[src/rtl/fmap_feeder_pkg.sv]
// fmap_feeder_pkg: shared CNN feeder state encoding and FIFO sizing helpers
package fmap_feeder_pkg;
  typedef enum logic [1:0] {IDLE, WAIT, STREAM, DONE} state_t;
  localparam int FIFO_DEPTH = 32;
  function automatic int cnt_bits(input int depth);
    return $clog2(depth) + 1;
  endfunction
endpackage

[src/rtl/fmap_feeder_if.sv]
// fmap_feeder_if: loader/conv2D-side bundle of the feature-map feeder
interface fmap_feeder_if import fmap_feeder_pkg::*; #(
  parameter int DATA_WIDTH = 32,
  parameter int DEPTH = FIFO_DEPTH
);
  logic wr_en;
  logic [DATA_WIDTH-1:0] wr_data;
  logic start;
  logic rd_en;
  logic valid_out;
  logic [DATA_WIDTH-1:0] data_out;
  logic full;
  logic empty;
  logic [cnt_bits(DEPTH)-1:0] count;
  logic frame_done;
  logic overflow;
  logic underflow;
  modport master (
    output wr_en, wr_data, start, rd_en,
    input valid_out, data_out, full, empty, count, frame_done, overflow, underflow
  );
  modport slave (
    input wr_en, wr_data, start, rd_en,
    output valid_out, data_out, full, empty, count, frame_done, overflow, underflow
  );
endinterface

[src/rtl/sync_fifo_fwft.sv]
// sync_fifo_fwft: first-word-fall-through storage with wrapping pointers
module sync_fifo_fwft import fmap_feeder_pkg::*; #(
  parameter int DW = 32,
  parameter int DEPTH = FIFO_DEPTH
) (
  input  logic clk,
  input  logic rst,
  input  logic i_wr_en,
  input  logic [DW-1:0] i_wr_data,
  input  logic i_rd_en,
  output logic [DW-1:0] o_data,
  output logic o_full,
  output logic o_empty,
  output logic [cnt_bits(DEPTH)-1:0] o_count
);
  localparam int AW = $clog2(DEPTH);
  localparam int CW = cnt_bits(DEPTH);
  logic [DW-1:0] r_mem [DEPTH];
  logic [AW-1:0] r_wr_ptr, r_rd_ptr;
  logic [CW-1:0] r_count;
  logic w_push, w_pop;
  assign o_full = r_count == CW'(DEPTH);
  assign o_empty = r_count == '0;
  assign o_count = r_count;
  assign o_data = o_empty ? '0 : r_mem[r_rd_ptr];
  // a pop frees a slot in the same edge, so a full FIFO still accepts a paired write
  assign w_pop = i_rd_en && !o_empty;
  assign w_push = i_wr_en && (!o_full || i_rd_en);
  always_ff @(posedge clk)
    if (w_push) r_mem[r_wr_ptr] <= i_wr_data;
  always_ff @(posedge clk) begin
    if (rst) begin
      r_wr_ptr <= '0;
      r_rd_ptr <= '0;
      r_count <= '0;
    end else begin
      if (w_push) r_wr_ptr <= r_wr_ptr + AW'(1);
      if (w_pop) r_rd_ptr <= r_rd_ptr + AW'(1);
      r_count <= r_count + CW'(w_push) - CW'(w_pop);
    end
  end
endmodule

[src/rtl/fmap_feeder.sv]
// fmap_feeder: buffers loader pixels and streams one padded frame per start to conv2D
module fmap_feeder import fmap_feeder_pkg::*; #(
  parameter int DATA_WIDTH = 32,
  parameter int DEPTH = FIFO_DEPTH,
  parameter int FRAME_PIX = 9,
  parameter int FRAME_CYC = 30
) (
  input logic clk,
  input logic rst,
  fmap_feeder_if.slave f
);
  localparam int CW = cnt_bits(DEPTH);
  localparam int TW = $clog2(FRAME_CYC + 1);
  state_t r_state;
  logic [TW-1:0] r_cyc;
  logic r_valid, r_done, r_ovf, r_udf;
  logic w_full, w_empty;
  logic [CW-1:0] w_count;
  logic [DATA_WIDTH-1:0] w_data;
  sync_fifo_fwft #(.DW(DATA_WIDTH), .DEPTH(DEPTH)) u_fifo (
    .clk(clk),
    .rst(rst),
    .i_wr_en(f.wr_en),
    .i_wr_data(f.wr_data),
    .i_rd_en(f.rd_en),
    .o_data(w_data),
    .o_full(w_full),
    .o_empty(w_empty),
    .o_count(w_count)
  );
  assign f.data_out = w_data;
  assign f.full = w_full;
  assign f.empty = w_empty;
  assign f.count = w_count;
  assign f.valid_out = r_valid;
  assign f.frame_done = r_done;
  assign f.overflow = r_ovf;
  assign f.underflow = r_udf;
  always_ff @(posedge clk) begin
    if (rst) begin
      r_state <= IDLE;
      r_cyc <= '0;
      r_valid <= 1'b0;
      r_done <= 1'b0;
      r_ovf <= 1'b0;
      r_udf <= 1'b0;
    end else begin
      r_ovf <= r_ovf | (f.wr_en & w_full & ~f.rd_en);
      r_udf <= r_udf | (f.rd_en & w_empty);
      r_done <= 1'b0;
      case (r_state)
        IDLE: if (f.start) r_state <= WAIT;
        WAIT: if (w_count >= CW'(FRAME_PIX)) begin
          r_state <= STREAM;
          r_valid <= 1'b1;
          r_cyc <= '0;
        end
        STREAM: begin
          r_cyc <= r_cyc + TW'(1);
          if (r_cyc == TW'(FRAME_CYC - 1)) begin
            r_state <= DONE;
            r_valid <= 1'b0;
            r_done <= 1'b1;
          end
        end
        DONE: r_state <= IDLE;
      endcase
    end
  end
endmodule

[src/flat_wrapper.sv]
// flat-port wrapper written by rule: the top's interface ports become plain ports
module fmap_feeder_flat import fmap_feeder_pkg::*;
#(
  parameter int DATA_WIDTH = 32,
  parameter int DEPTH = FIFO_DEPTH,
  parameter int FRAME_PIX = 9,
  parameter int FRAME_CYC = 30
)
  (clk, rst, f_wr_en, f_wr_data, f_start, f_rd_en, f_valid_out, f_data_out, f_full, f_empty, f_count, f_frame_done, f_overflow, f_underflow);
  fmap_feeder_if #(.DATA_WIDTH(DATA_WIDTH), .DEPTH(DEPTH)) f_i ();
  input logic clk;
  input logic rst;
  input wire logic [$bits(f_i.wr_en)-1:0] f_wr_en;
  input wire logic [$bits(f_i.wr_data)-1:0] f_wr_data;
  input wire logic [$bits(f_i.start)-1:0] f_start;
  input wire logic [$bits(f_i.rd_en)-1:0] f_rd_en;
  output wire logic [$bits(f_i.valid_out)-1:0] f_valid_out;
  output wire logic [$bits(f_i.data_out)-1:0] f_data_out;
  output wire logic [$bits(f_i.full)-1:0] f_full;
  output wire logic [$bits(f_i.empty)-1:0] f_empty;
  output wire logic [$bits(f_i.count)-1:0] f_count;
  output wire logic [$bits(f_i.frame_done)-1:0] f_frame_done;
  output wire logic [$bits(f_i.overflow)-1:0] f_overflow;
  output wire logic [$bits(f_i.underflow)-1:0] f_underflow;
  assign f_i.wr_en = f_wr_en;
  assign f_i.wr_data = f_wr_data;
  assign f_i.start = f_start;
  assign f_i.rd_en = f_rd_en;
  assign f_valid_out = f_i.valid_out;
  assign f_data_out = f_i.data_out;
  assign f_full = f_i.full;
  assign f_empty = f_i.empty;
  assign f_count = f_i.count;
  assign f_frame_done = f_i.frame_done;
  assign f_overflow = f_i.overflow;
  assign f_underflow = f_i.underflow;
  fmap_feeder #(.DATA_WIDTH(DATA_WIDTH), .DEPTH(DEPTH), .FRAME_PIX(FRAME_PIX), .FRAME_CYC(FRAME_CYC)) u_core (.clk(clk), .rst(rst), .f(f_i));
endmodule
[config.mk]
export PLATFORM = sky130hd
export DESIGN_NAME = fmap_feeder_flat
export DESIGN_NICKNAME = d
export VERILOG_FILES = /design/src/rtl/fmap_feeder_pkg.sv /design/src/rtl/fmap_feeder_if.sv /design/src/rtl/sync_fifo_fwft.sv /design/src/rtl/fmap_feeder.sv /design/src/flat_wrapper.sv
export SDC_FILE = /design/constraint.sdc
export NUM_CORES = 1
export LEC_CHECK = 0
export ABC_CLOCK_PERIOD_IN_PS = 3250
export CAP_MARGIN = 25
export CORE_ASPECT_RATIO = 1.1
export CORE_MARGIN = 2
export CORE_UTILIZATION = 56
export CTS_CLUSTER_SIZE = 8
export DETAILED_ROUTE_END_ITERATION = 8
export MAX_ROUTING_LAYER = met4
export PLACE_DENSITY_LB_ADDON = 0.1
export SYNTH_ARGS = -nofsm -noshare
export SYNTH_HDL_FRONTEND = slang
export SYNTH_SLANG_ARGS = --single-unit
[constraint.sdc]
create_clock -name clk -period 3.25 [get_ports clk]
set_input_delay 0.65 -clock clk [delete_from_list [all_inputs] [get_ports clk]]
set_output_delay 0.65 -clock clk [all_outputs]
set_load 0.1 [all_outputs]
# After elaboration in Yosys (flattened, before gate mapping)

Memory sizes are Yosys's and may differ from the RTL's. A register that Yosys moved wholly into a read port is not among the register bits.
Index checks and enable logic that the tools add are counted.

Memories kept: 1
Logic and storage cells: 58
Input bits: 37
Register bits: 27
Output and inout port bits: 44
Bits in writable memories: 1024

Memories:

| memory              | words | width | read ports | clocked after memory_dff | wr ports | RTL line             | RTL |
|---|---|---|---|---|---|---|---|
| u_core.u_fifo.r_mem | 32    | 32    | 1          | 1                        | 1        | sync_fifo_fwft.sv:18 | `logic [DW-1:0] r_mem [DEPTH];` |

Reductions and logical operators: 12
Multiplexer cells: 15
$add $sub $neg: 5
Bitwise gates (word level): 7
Eq/ne operators: 8
Order comparisons: 1

Operator list:

| operator              | number |
|---|---|
| $mux W32              | 1 |
| $add A5 B1 Y5 const B | 3 |
| $mux W5               | 3 |
| $pmux W5 S2           | 1 |
| $pmux W2 S4           | 1 |
| $add A6 B1 Y6         | 1 |
| $eq A6 B6 Y1 const B  | 1 |
| $ge A6 B4 Y1 const B  | 1 |
| $logic_not A6 Y1      | 1 |
| $mux W2               | 3 |
| $reduce_and A3 Y1     | 2 |
| $sub A6 B1 Y6         | 1 |
| $eq A5 B5 Y1 const B  | 1 |
| $mux W1               | 5 |
| $eq A2 B2 Y1 const B  | 2 |
| $ne A2 B1 Y1 const B  | 2 |
| $and A1 B1 Y1         | 3 |
| $eq A2 B1 Y1 const B  | 1 |
| $logic_and A1 B1 Y1   | 2 |
| $logic_not A1 Y1      | 2 |
| $logic_not A2 Y1      | 1 |
| $ne A2 B2 Y1 const B  | 1 |
| $not A1 Y1            | 2 |
| $or A1 B1 Y1          | 2 |
| 5 further kinds       | 5 |

# Depth between registers and ports, before layout

Gate-level depths: netlist of run 1.

Word-level depth: 6
Gate-level depth with buffers: 15
Depth with buffers taken out: 14

# Hierarchy

Synthesis of run 1 repeated with hierarchy kept, for this count alone.

Cells, all modules: 1756
Area, all modules: 40760.3 um2

Modules (own cells, without submodules):

| module         | cells each | area each (um2) | sequential area each (um2) | instances |
|---|---|---|---|---|
| sync_fifo_fwft | 1691       | 40178.5         | 31169.9                    | 1 |
| fmap_feeder    | 65         | 581.8           | 220.2                      | 1 |

# Least setup slack after synthesis of run 1

Ideal clock, no wire load.

Path kind: register to output
From: register u_core.u_fifo.r_count[2] (netlist: u_core.u_fifo.o_count[2])
To: output f_data_out[10]
Path buffers: 2
Cell stages (with the launch flop): 8
Arrival time: 3540 ps
Slack: -940 ps
Required time: 2600 ps
Cells stage by stage: dfxtp_1 -> inv_1 -> ha_1 -> nand4bb_1 -> clkbuf_1 -> clkbuf_1 -> o221ai_1 -> a221oi_2

Cells in the longest elaborated chain, start to end: 2

Ends and longest elaborated chain:

| what                     | RTL line             | RTL |
|---|---|---|
| start: declaration       | sync_fifo_fwft.sv:20 | `logic [CW-1:0] r_count;` |
| start signal: assignment | sync_fifo_fwft.sv:39 | `r_count <= r_count + CW'(w_push) - CW'(w_pop);` |
| $logic_not A6 Y1         | sync_fifo_fwft.sv:23 | `assign o_empty = r_count == '0;` |
| $mux W32                 | sync_fifo_fwft.sv:25 | `assign o_data = o_empty ? '0 : r_mem[r_rd_ptr];` |
| end: declaration         | flat_wrapper.sv:18   | `output wire logic [$bits(f_i.data_out)-1:0] f_data_out;` |

Every way passes these cells.

==> impl_metrics.tcl, run 1 <==
set metrics [dict create \
    status "complete, but fails checks" \
    failed_checks "setup timing" \
    syn_inst 1758 \
    clock_path_buffers 3 \
    grt_pass1_wl_mm 145 \
    final_nets 2141 \
    vias 19800 \
    required_ns 2.60 \
    die_width_um 261 \
    path_buf_inv 5 \
    start_util_pct 56.7 \
    cp_max_fo 7 \
    globalplace.congestion 0.772 \
    antenna-diode-count 0 \
    drtAntennaViolNets 0 \
    drt-total-wl_mm 101 \
    max_freq_ghz 0.278 \
    leakage_nw 15.7 \
    placedCellCount 2824 \
    pre_cts_ws_ns 0.144 \
    crit_slowest_cell "mux4_2" \
    critPathTopFamily "multiplexers" \
    cts_made_buffers 149 \
    route.detailed.drc 0 \
    syn_area_sq_um 40800 \
    hold_violations 0 \
    clkPwrFrac_pct 34.1 \
    synth_top_area_cell "edfxtp_1" \
    place.port_buffers 80 \
    ys_seq_elements 1056 \
    maxCapViolCount 0 \
    avgSynthCellArea_sq_um 23.2 \
    grt_pass1_vias 20900 \
    layout_setup_ws_ns -0.348 \
    ys_seq_area_share_pct 77.0 \
    worstPathArrival_ns 2.95 \
    h-tree-depth 4 \
    grt.overflow.total 0 \
    firstDrtPassIters 7 \
    holdWs_ns 0.474 \
    ctsHoldBuffers 0 \
    cp.depth 8 \
    cts.sinks 1056 \
    layout_common_cells "edfxtp_1, mux4_2, clkbuf_16, buf_4, buf_12" \
    powerDensity_nw_per_um2 804 \
    die-area_sq_um 75000 \
    num_rows 103 \
    rsz0062_at_grt "yes" \
    synth_edf_count 1024 \
    maxSlewViolCount 0 \
    combPwrFrac_pct 27.5 \
    fin_crit_ns 3.60 \
    swShare_pct 29.5 \
    area_delta_synth_final_pct 21.9 \
    clk_pin_slew_ns 0.05 \
    p_switching_w 0.0118 \
    postSynth.asyncResetShare_pct 0 \
    cts_root_buffer "clkbuf_16" \
    drive_above_1_share_pct 38.3 \
    viasPerCell 6.48 \
    synthTopCellsByArea "edfxtp_1, mux4_2, dfxtp_1" \
    antenna_found_initial 0 \
    cpPeakStageDelay_ns 0.52 \
    finalNonFillerCells 3059 \
    tightest_slew_ns 1.14 \
    synth-main-ff-cell "edfxtp_1" \
    p_int_w 0.0282 \
    drtIter0Drc 2240 \
    wl_per_cell_um 33.0 \
    hold_path.class "reg2reg" \
    period_share_pct 111 \
    clock_latency_ns 0.72 \
    ir_worst_vdd_uv 866 \
    layout_commonest_cell "edfxtp_1" \
    io_pins 81 \
    setup_viol 32 \
    synth_fp_nets 1817 \
    endpoint_kind "output port" \
    holdPathStages 2 \
    slew_headroom_pct 23.8 \
    grt_max_degree 67 \
    pwr-share-seq_pct 38.4 \
    worstPathCellList "buf_12 -> buf_6 -> buf_6 -> mux4_2 -> mux4_2 -> inv_4 -> a221oi_4 -> buf_12" \
    cts_tree "built" \
    yosysUniqueCellTypes 49 \
    design.core.area_sq_um 71900 \
    start_kind "register" \
    finClkSkew_ns 0.0165 \
    dieHeight_um 287 \
    grt_use_total_pct 28.7 \
    ys_warn_count 0 \
    hpwl_mm 55.3 \
    critical_path_class "reg2out" \
    worstRegToRegCells 14 \
    synth_top_area_share_pct 75.4 \
]
==> synthesized netlist by cell type (all sizes together) (2+ instances only) <==
cell     count
edfxtp    1024
mux4       288
nor2        50
buf         49
clkbuf      44
inv         40
a221oi      33
dfxtp       32
mux2i       32
o221ai      32
ha          21
clkinv      17
nand2       16
a21oi       11
nand3        6
o21a         6
xor2         6
xnor2        5
nand3b       4
nand4        4
o21ai        4
and2         3
nand2b       3
nor3         3
or3          3
a211oi       2
a31oi        2
nand4bb      2
nor2b        2
or3b         2
==> final cells by class <==
class / count / area [sq um]
flip-flops and latches: 1056 / 31400
fillers: 4315 / 22200
multi-input cells: 552 / 9350
clock buffers: 169 / 3820
repair buffers: 266 / 3420
well taps: 945 / 1180
inverters: 57 / 255
clock inverters: 14 / 216
==> cells by family after synthesis <==
| family | synth area share [%] |
|---|---|
| buffers and inverters | 1.78 |
| and+or+nand+nor | 1.19 |
| muxes | 16.7 |
| DFF | 77.0 |
| xor gates and xnor gates | 0.236 |
| AOI/OAI and AO/OA | 2.39 |
| adders and majority gates | 0.694 |
==> stage by stage <==
step | power [W] | TNS, ns | instance area, sq um | util (%)
6_report | 0.0400 | -9.21 | 49700 | 69.1
4_1_cts | 0.0404 | -11.82 | 49600 | 68.9
3_5_place_dp | 0.0258 | 0 | 44600 | 62.1
5_1_grt | 0.0412 | -11.85 | 49700 | 69.1
2_1_floorplan | 0.0225 | 0 | 41200 | -
3_3_place_gp | 0.0257 | 0 | 44600 | 62.1
==> worst min-delay path, stage by stage (launching register included) <==
cell and delay [ns]:
dfxtp_1 0.31, o31ai_1 0.06, a21oi_1 0.06
==> power by group through the flow <==
stage          clock, W  combinational, W  sequential, W
6_report         0.0136            0.0110         0.0153
4_1_cts          0.0138            0.0112         0.0153
2_1_floorplan         0           0.00667         0.0158
5_1_grt          0.0144            0.0115         0.0153
3_3_place_gp          0            0.0101         0.0156
3_5_place_dp          0            0.0102         0.0156
==> state kept, by name (all words and copies together), names as in the netlist, named ones only <==
| register | count |
|---|---|
| u_core.u_fifo.r_wr_ptr | 5 |
| u_core.r_state | 2 |
| u_core.u_fifo.r_mem | 1024 |
| u_core.f.overflow | 1 |
| u_core.f.underflow | 1 |
| u_core.f.frame_done | 1 |
| u_core.u_fifo.o_count | 6 |
| u_core.r_cyc | 5 |
| u_core.u_fifo.r_rd_ptr | 5 |
| u_core.f.valid_out | 1 |
==> path summary, 6_finish.rpt <==
kind	startpoint	end	slack [ns]
worst min-delay path	u_core.f.valid_out	u_core.f.valid_out	0.47
worst max register to register	u_core.u_fifo.o_count[2]	u_core.u_fifo.o_count[4]	0.53
worst min register to register	u_core.f.valid_out	u_core.f.valid_out	0.47
worst max-delay path	register	f_data_out[0]	-0.35
==> layer usage <==
| layer | up-vias | part of all wire (%) | wire length [um] | GRT usage, % |
|---|---|---|---|---|
| met2 | 954 | 51 | 51400 | 45.4 |
| met4 | 0 | 2.8 | 2800 | 8.71 |
| met5 | - | 0 | 0 | - |
| met3 | 177 | 7.9 | 7990 | 6.16 |
| li1 | 8086 | - | - | - |
| met1 | 10600 | 38 | 38700 | 37.9 |
==> timing repair <==
action | CTS | global route
endpoints found under the hold margin | 0 | 0
setup endpoints to repair | 32 | 32
gates resized for setup | 76 | 19
pin swaps | 4 | 5
gates cloned | 13 | 2
setup buffers | 34 | 3
No activity file was read; power rests on OpenSTA's default activity.
==> inputs of run 2 (changes only) <==
CORE_ASPECT_RATIO = not set   (was 1.1)
SLEW_MARGIN = 20   (was not set)
SYNTH_HIERARCHICAL = 1   (was not set)
==> impl_metrics.tcl, run 2 <==
set metrics [dict create \
    synthTopCellsByArea "edfxtp_1, mux4_2, dfxtp_1" \
    avgSynthCellArea_sq_um 23.2 \
    synth_edf_count 1024 \
    cts_tree "built" \
    tightest_slew_ns 1.00 \
    ys_warn_count 6 \
    required_ns 2.60 \
    yosysUniqueCellTypes 55 \
    slew_headroom_pct 32.9 \
    syn_area_sq_um 40800 \
    die-area_sq_um 75000 \
    firstDrtPassIters 6 \
    hold_path.class "in2reg" \
    drt-total-wl_mm 101 \
    max_freq_ghz 0.271 \
    hold_violations 0 \
    drive_above_1_share_pct 38.9 \
    place.port_buffers 80 \
    ir_worst_vdd_uv 864 \
    swShare_pct 29.5 \
    worstPathArrival_ns 3.03 \
    grt_pass1_wl_mm 146 \
    rsz0062_at_grt "yes" \
    design.core.area_sq_um 71700 \
    crit_slowest_cell "mux4_2" \
    num_rows 98 \
    p_int_w 0.0283 \
    finalNonFillerCells 3057 \
    cpPeakStageDelay_ns 0.51 \
    cts_made_buffers 149 \
    pwr-share-seq_pct 38.3 \
    path_common_cell "buf_12" \
    r2r_slack_ns 0.51 \
    start_util_pct 56.8 \
    viasPerCell 6.58 \
    clk_pin_slew_ns 0.05 \
    antenna_found_initial 0 \
    top_register "u_core/u_fifo/r_mem" \
    route.detailed.drc 0 \
    ys_seq_area_share_pct 77.0 \
    cp_max_fo 8 \
    antenna-diode-count 0 \
    start_kind "register" \
    worstHoldStart "f_wr_data[27]" \
    worstPathCellList "buf_12 -> buf_16 -> buf_12 -> buf_8 -> mux4_2 -> mux4_2 -> inv_2 -> a221oi_4 -> buf_12" \
    cts.sinks 1056 \
    die_width_um 274 \
    r2r_end "u_core/u_fifo/o_count[4]" \
    fin_crit_ns 3.68 \
    grt_use_total_pct 28.7 \
    globalplace.congestion 0.802 \
    wl_per_cell_um 33.1 \
    finClkSkew_ns 0.0169 \
    synth_top_cells_by_count "edfxtp_1, mux4_2, nor2_1, clkbuf_1, mux2i_1" \
    synth_top_area_cell "edfxtp_1" \
    synth-main-ff-cell "edfxtp_1" \
    period_share_pct 113 \
    path_buf_inv 6 \
    synth_fp_nets 1813 \
    clock_path_buffers 3 \
    holdPathStages 1 \
    layout_setup_ws_ns -0.434 \
    clock_latency_ns 0.71 \
    h-tree-depth 4 \
    placedCellCount 2819 \
    clkPwrFrac_pct 34.0 \
    layout_commonest_cell "edfxtp_1" \
    maxSlewViolCount 0 \
    tns_ns -10.96 \
    leakage_nw 15.7 \
    grt.overflow.total 0 \
    holdPathEnd "u_core/u_fifo/r_mem[17][27]" \
    critPathTopFamily "multiplexers" \
    maxCapViolCount 0 \
    combPwrFrac_pct 27.7 \
    postSynth.asyncResetShare_pct 0 \
    pre_cts_ws_ns 0.130 \
    placed_area_sq_um 44700 \
    syn_inst 1756 \
    setup_viol 32 \
    grt_pass1_vias 20700 \
    synth_top_area_share_pct 75.4 \
    worstRegToRegCells 14 \
    vias 20100 \
    final_nets 2136 \
    area_delta_synth_final_pct 22.1 \
    drtAntennaViolNets 0 \
    cts_root_buffer "clkbuf_16" \
    critical_path_class "reg2out" \
    grt_max_degree 47 \
    drtIter0Drc 2343 \
    synth_most_common_cell "edfxtp_1" \
    largest_reg_flops 1024 \
    r2r_start "u_core/u_fifo/o_count[2]" \
    layout_common_cells "edfxtp_1, mux4_2, clkbuf_16, buf_4, buf_12" \
    dieHeight_um 274 \
    failed_checks "setup timing" \
    fin_area_sq_um 49800 \
    ys_seq_elements 1056 \
    p_switching_w 0.0118 \
    ctsHoldBuffers 0 \
    io_pins 81 \
    status "complete, but fails checks" \
    endpoint_kind "output port" \
    powerDensity_nw_per_um2 806 \
    hpwl_mm 55.4 \
]
[run 2: changes by cell type in the layout (fill, tap and decap cells not counted), moves of 5 or more]
cell             change
buf_2                +6
inv_16               -5
inv_2                +6
buf_12              +10
clkdlybuf4s50_1      -6
buf_8                +8
buf_4               -17
[run 2: cells by family after synthesis]
kind of cell | share of synthesized area (%)
and+or+nand+nor | 1.23
buffers and inverters | 1.76
AOI/OAI and AO/OA | 2.43
adders and majority gates | 0.632
DFF | 77.0
xor gates and xnor gates | 0.215
muxes | 16.7
[run 2: cell type report]
class	instances	area, sq um
clock buffers	166	3810
inverters	56	240
flip-flops and latches	1056	31400
fillers	4204	21900
clock inverters	13	236
multi-input cells	552	9350
well taps	950	1190
repair buffers	264	3530
[run 2: what timing repair did]
action / CTS / global route
pin swaps: 3 / 7
setup buffers: 20 / 20
cloned: 7 / 4
gates resized for setup: 50 / 43
setup endpoints to repair: 32 / 32
[run 2: power groups by stage]
stage,Combinational (W),Clock [W],Sequential [W]
2_1_floorplan,0.00670,0,0.0158
3_3_place_gp,0.0101,0,0.0156
3_5_place_dp,0.0102,0,0.0156
4_1_cts,0.0108,0.0138,0.0154
5_1_grt,0.0116,0.0144,0.0154
6_report,0.0111,0.0136,0.0153
[run 2: through the flow]
stage / power [W] / utilization, % / hold slack (ns)
detailed placement: 0.0258 / 62.3 / 0.466
finish: 0.0401 / 69.4 / 0.439
floorplan: 0.0225 / - / 0.462
global route: 0.0413 / 69.4 / 0.464
global placement: 0.0257 / 62.3 / 0.457
CTS: 0.0400 / 68.7 / 0.478
[run 2: how the worst max path moves through the flow]
stage	to	slack, ns	cells after the start
detailed placement	u_core/u_fifo/o_count[4]	0.13	12
global route	f_data_out[21]	-0.51	9
finish	f_data_out[21]	-0.43	9
global placement	u_core/u_fifo/o_count[4]	0.11	12
floorplan	f_data_out[10]	0.04	7
CTS	f_data_out[17]	-0.48	8
[run 2: metal layers]
metal  GRT usage, %  part of all wire, %  vias up
li1               -                    -     8092
met1           38.9                   39    10800
met2           45.5                   51     1031
met3           5.08                  8.1      172
met4           8.01                  2.3        0
met5              -                    0        -
[run 2: worst register-to-register path: cells and delay by family, from the launching register on]
family	cells	cell delay [ns]
compound gates	3	0.56
fa+ha+maj	4	1.00
flops	1	0.36
buf+inv	4	0.29
simple gates	3	0.39
==> inputs of run 3 (changes only) <==
CORE_ASPECT_RATIO = 1.75   (was not set)
CTS_BUF_LIST = sky130_fd_sc_hd__clkbuf_16   (was not set)
==> impl_metrics.tcl, run 3 (synthesis gave the netlist of run 2 again) <==
set metrics [dict create \
    cts_tree "built" \
    rsz0062_at_grt "yes" \
    p_total_w 0.0401 \
    wl_per_cell_um 34.5 \
    area_delta_synth_final_pct 22.1 \
    cp_max_fo 14 \
    clkPwrFrac_pct 34.2 \
    grt_pass1_vias 21600 \
    pwr-share-seq_pct 38.3 \
    drt-total-wl_mm 105 \
    fin_crit_ns 3.59 \
    viasPerCell 6.62 \
    holdWs_ns 0.450 \
    endpoint_kind "output port" \
    hold_path.class "in2reg" \
    max_freq_ghz 0.278 \
    finClkSkew_ns 0.0202 \
    ctsHoldBuffers 0 \
    fin_area_sq_um 49800 \
    layout_common_cells "edfxtp_1, mux4_2, clkbuf_16, buf_4, buf_12" \
    period_share_pct 111 \
    grt_max_degree 42 \
    h-tree-depth 4 \
    tightest_slew_ns 1.01 \
    leakage_nw 15.8 \
    slew_headroom_pct 32.6 \
    holdPathStages 1 \
    place.port_buffers 80 \
    maxSlewViolCount 0 \
    tns_ns -9.56 \
    vias 20200 \
    top_register "u_core/u_fifo/r_mem" \
    worstPathArrival_ns 2.94 \
    final_nets 2146 \
    grt_pass1_wl_mm 152 \
    cts_made_buffers 150 \
    num_rows 130 \
    hpwl_mm 58.1 \
    start_kind "register" \
    hold_violations 0 \
    powerDensity_nw_per_um2 805 \
    clock_path_buffers 3 \
    clock_latency_ns 0.71 \
    swShare_pct 29.3 \
    antenna-diode-count 0 \
    setup_viol 32 \
    layout_setup_ws_ns -0.344 \
    die-area_sq_um 75000 \
    p_switching_w 0.0117 \
    globalplace.congestion 0.763 \
    holdPathEnd "u_core/u_fifo/r_mem[0][7]" \
    p_int_w 0.0283 \
    cts.sinks 1056 \
    io_pins 81 \
    placed_area_sq_um 44800 \
    drtIter0Drc 2200 \
    critical_path_class "reg2out" \
    grt.overflow.total 0 \
    ir_worst_vdd_uv 1030 \
    required_ns 2.60 \
    design.core.area_sq_um 71900 \
    dieHeight_um 361 \
    r2r_start "u_core/u_fifo/o_count[2]" \
    worstHoldStart "f_wr_data[7]" \
    worstRegToRegCells 14 \
    r2r_end "u_core/u_fifo/o_count[4]" \
    maxCapViolCount 0 \
    largest_reg_flops 1024 \
    r2r_slack_ns 0.44 \
    grt_use_total_pct 29.7 \
    cts_root_buffer "clkbuf_16" \
    firstDrtPassIters 5 \
    drive_above_1_share_pct 38.3 \
    failed_checks "setup timing" \
    start_util_pct 56.7 \
    status "complete, but fails checks" \
    antenna_found_initial 0 \
    layout_commonest_cell "edfxtp_1" \
    combPwrFrac_pct 27.5 \
    drtAntennaViolNets 0 \
    clk_pin_slew_ns 0.05 \
    route.detailed.drc 0 \
    die_width_um 208 \
]
run 3: worst max path at each step:
| stage | slack [ns] | from | cells past startpoint | to |
|---|---|---|---|---|
| after global routing | -0.41 | register | 7 | f_data_out[6] |
| after floorplan | 0.04 | u_core/u_fifo/o_count[4] | 7 | f_data_out[10] |
| after global placement | 0.14 | f_rd_en | 12 | u_core/u_fifo/o_count[4] |
| after detailed placement | 0.13 | f_rd_en | 12 | u_core/u_fifo/o_count[4] |
| after CTS | -0.41 | register | 7 | f_data_out[1] |
| final | -0.34 | register | 7 | f_data_out[17] |
run 3: metrics by stage:
| stage | util, % | worst slack [ns] | cells |
|---|---|---|---|
| global placement | 62.3 | 0.136 | 2812 |
| finish | 69.2 | -0.344 | 3049 |
| floorplan | - | 0.0399 | 1756 |
| CTS | 68.7 | -0.412 | 3026 |
| detailed placement | 62.3 | 0.132 | 2812 |
| global route | 69.2 | -0.408 | 3049 |
run 3: critical path, cell delays in order, from the launching register on:
cell	delay [ns]
dfxtp_4	0.43
buf_12	0.19
buf_4	0.16
mux4_2	0.51
mux4_2	0.50
clkinv_1	0.10
a221oi_4	0.11
buf_12	0.22
run 3: area by class of cell:
cell class / count / area, sq um
repair buffers: 273 / 3550
fillers: 4350 / 22100
multi-input cells: 552 / 9310
clock inverters: 33 / 200
well taps: 924 / 1160
flip-flops and latches: 1056 / 31400
inverters: 56 / 240
clock buffers: 155 / 3880
run 3: per-layer routing:
layer  track usage [%]  share of wire [%]  vias to the layer above
li1                  -                  -                     8095
met2              50.7                 54                      975
met1              36.5                 36                    10900
met3              4.44                6.8                      209
met5                 -                  0                        -
met4              10.5                3.3                        0
run 3: what timing repair did:
item	4_1_cts	5_1_grt
pin swaps	7	4
gates resized for setup	52	14
buffers inserted	19	8
cloned	7	2
setup endpoints to repair	32	32
run 3: power by group through the flow:
stage	clock (W)	sequential [W]	combinational (W)
2_1_floorplan	0	0.0158	0.00670
3_3_place_gp	0	0.0156	0.0102
3_5_place_dp	0	0.0156	0.0103
4_1_cts	0.0139	0.0154	0.0109
5_1_grt	0.0145	0.0154	0.0115
6_report	0.0137	0.0154	0.0110
==> variant (config.mk and constraints of run 2) <==
`FRAME_CYC` is set to 30 in 2 places; all go to 60.
--- a/src/rtl/fmap_feeder.sv
+++ b/src/rtl/fmap_feeder.sv
@@ -4,5 +4,5 @@
   parameter int DEPTH = FIFO_DEPTH,
   parameter int FRAME_PIX = 9,
-  parameter int FRAME_CYC = 30
+  parameter int FRAME_CYC = 60
 ) (
   input logic clk,
--- a/src/flat_wrapper.sv
+++ b/src/flat_wrapper.sv
@@ -5,5 +5,5 @@
   parameter int DEPTH = FIFO_DEPTH,
   parameter int FRAME_PIX = 9,
-  parameter int FRAME_CYC = 30
+  parameter int FRAME_CYC = 60
 )
   (clk, rst, f_wr_en, f_wr_data, f_start, f_rd_en, f_valid_out, f_data_out, f_full, f_empty, f_count, f_frame_done, f_overflow, f_underflow);
Formal check against the unedited RTL: no difference found for any inputs over 4 cycles, from zero or initial values and one cycle with rst high; that may be too few to reach the edited logic, so the function may still have changed.
==> variant against run 2 <==
The run still ends with negative setup slack left; count of clock-buffer cells in the layout rose by 6; global-route usage up 0.14 points; final area about the same; sequential cell count up 1; worst setup slack improved by 70 ps; largest power group unchanged; power increased by 0.33%; critical path type unchanged; critical endpoint is now f_data_out[14]; routed wire length rose by 1.4%; area after synthesis increased by 0.25%; non-clock buffer count increased by 1.
==> variant: results (changes against run 2) <==
Run status
  • Outcome: finished, violations left (unchanged)
  • Failing checks: negative setup slack (unchanged)

Global routing
  • Largest net degree at the start of global routing: 51 (was 47)
  • Vias in the first global route: 20,517 (was 20,743)
  • Antenna violations before repair: 0 (unchanged)
  • Total track usage: 28.8% (was 28.7%)
  • Remaining global-route overflow: 0 (unchanged)
  • Global-route wire length before repair: 145 mm (was 146 mm)

STA
  • Layout Skew: 29.1 ps (was 16.9 ps)
  • Endpoints failing setup: 32 (unchanged)
  • Setup_tns: -10,300 ps (was -10,960 ps)
  • Min setup slack post-route: -365 ps (was -434 ps)
  • Rel. slew slack: 33.0% (was 32.9%)

Clocking
  • H-tree depth: 4 (unchanged)
  • Clock Latency Late Sink: 730 ps (was 710 ps)
  • Clock Pin Slew Worst Setup and Hold Paths: 50 ps (about the same)
  • Root Driver: clkbuf_16 (unchanged)
  • TritonCTS buffer count: 150 (was 149)
  • Clk buf depth: 3 (unchanged)

Synth
  • Top cells by count, synth: edfxtp_1, mux4_2, nor2_1 (unchanged)
  • Synth Instances: 1,765 (was 1,756)
  • Synth async-reset ratio: 0% (unchanged)
  • Sequential-to-total area share from yosys stat: 76.9% (was 77.0%)
  • Synth area leaders: edfxtp_1, mux4_2, dfxtp_1 (unchanged)
  • Count of cell types in the netlist: 57 (was 55)

Place
  • Detailed Place HPWL: 56.0 mm (was 55.4 mm)
  • IO Port Bufs: 80 (unchanged)
  • DP Cell Count: 2,843 (was 2,819)
  • Dpl cell area: 0.0447 sq mm (about the same)
  • Setup WS pre-CTS: 161 ps (was 130 ps)
  • Gpl congestion: 0.798 (was 0.802)

Critical path
  • Worst Path Arrival: 2960 ps (was 3030 ps)
  • Crit Path Max Fanout: 7 (was 8)

Finish
  • Fin cells: 3,083 (was 3,057)
  • Final #Nets: 2,145 (was 2,136)
  • ANT cells: 0 (unchanged)
  • Largest register by flop count: u_core/u_fifo/r_mem (unchanged)
  • Layout cell share with drive strength beyond 1: 38.2% (was 38.9%)
  • Largest register FFs: 1,024 (unchanged)

Detailed routing
  • Wire per inst: 33.3 um (was 33.1 um)
  • Initial DRC count: 2,556 (was 2,343)
  • Vias: 20,288 (was 20,123)
  • TritonRoute pass-1 iters: 5 (was 6)

Hold path
  • Hold WC Path Type: input port to register (unchanged)

Pwr
  • VDD IR max: 1.02 mV (was 0.864 mV)
  • Pleak: 15.7 nW (about the same)
-- variant: changes by cell type after synthesis, sizes merged, moves of 2 or more --
cell   change
o21ai      +2
nand3      +3
xnor2      +2
a21oi      +2
buf        +2
-- variant: critical path: stages, from the launching register on --
cell      delay [ps]
dfxtp_4          370
buf_4            120
buf_12           170
buf_12           160
mux4_2           510
mux4_2           530
inv_2            100
a221oi_4          70
buf_12           220
-- variant: cells by family (layout without fill, tap and decap cells) --
| group | Yosys count | in the layout | synth area share, % |
|---|---|---|---|
| flip-flops | 1057 | 1057 | 76.9 |
| multiplexers | 320 | 320 | 16.7 |
| buffers and inverters | 148 | 507 | 1.77 |
| AND/OR/NAND/NOR | 108 | 108 | 1.31 |
| AO/OA/AOI/OAI | 102 | 102 | 2.55 |
| adder cells (fa/ha/maj) | 19 | 19 | 0.600 |
| XOR/XNOR | 11 | 11 | 0.236 |
-- variant: routing by layer --
metal / vias up / GRT usage (%) / part of all wire (%)
met1: 10992 / 39.9 / 40
met4: 0 / 7.34 / 2.0
li1: 8133 / - / -
met3: 143 / 5.43 / 7.9
met2: 1020 / 45.0 / 50
met5: - / - / 0
-- variant: report_power, final --
group	switching, mW	internal [mW]
Sequential	0.158	15.2
Clock	5.43	8.43
Combinational	6.24	4.78
Total	11.8	28.4
-- variant: path summary, 6_finish.rpt --
kind                                       startpoint                              endpoint  slack (ps)  cells past startpoint
setup reg to reg  u_core/u_fifo/o_count[3]$_SDFF_PP0_   u_core/u_fifo/o_count[4]$_SDFF_PP0_         520                     14
hold reg to reg       u_core/f.valid_out$_SDFFE_PP0P_       u_core/f.valid_out$_SDFFE_PP0P_         480                      2
setup / recovery                             register                        f_data_out[14]        -360                      8
hold / removal                          f_wr_data[23]  u_core/u_fifo/r_mem[6][23]$_DFFE_PP_         470                      1
-- variant: cell type report --
class / count / area [sq um]
Clock buffer: 172 / 3880
Clock inverter: 15 / 245
Fill cell: 4448 / 22800
Inverter: 55 / 234
Multi-Input combinational cell: 560 / 9410
Sequential cell: 1057 / 31400
Tap cell: 959 / 1200
Timing Repair Buffer: 265 / 3380
-- variant: timing repair --
| item | in CTS | in global routing |
|---|---|---|
| setup endpoints to repair | 32 | 32 |
| pin swaps | 4 | 2 |
| gates resized for setup | 54 | 9 |
| hold buffers | 0 | 0 |
| cloned | 5 | 5 |
| buffers inserted | 23 | 5 |
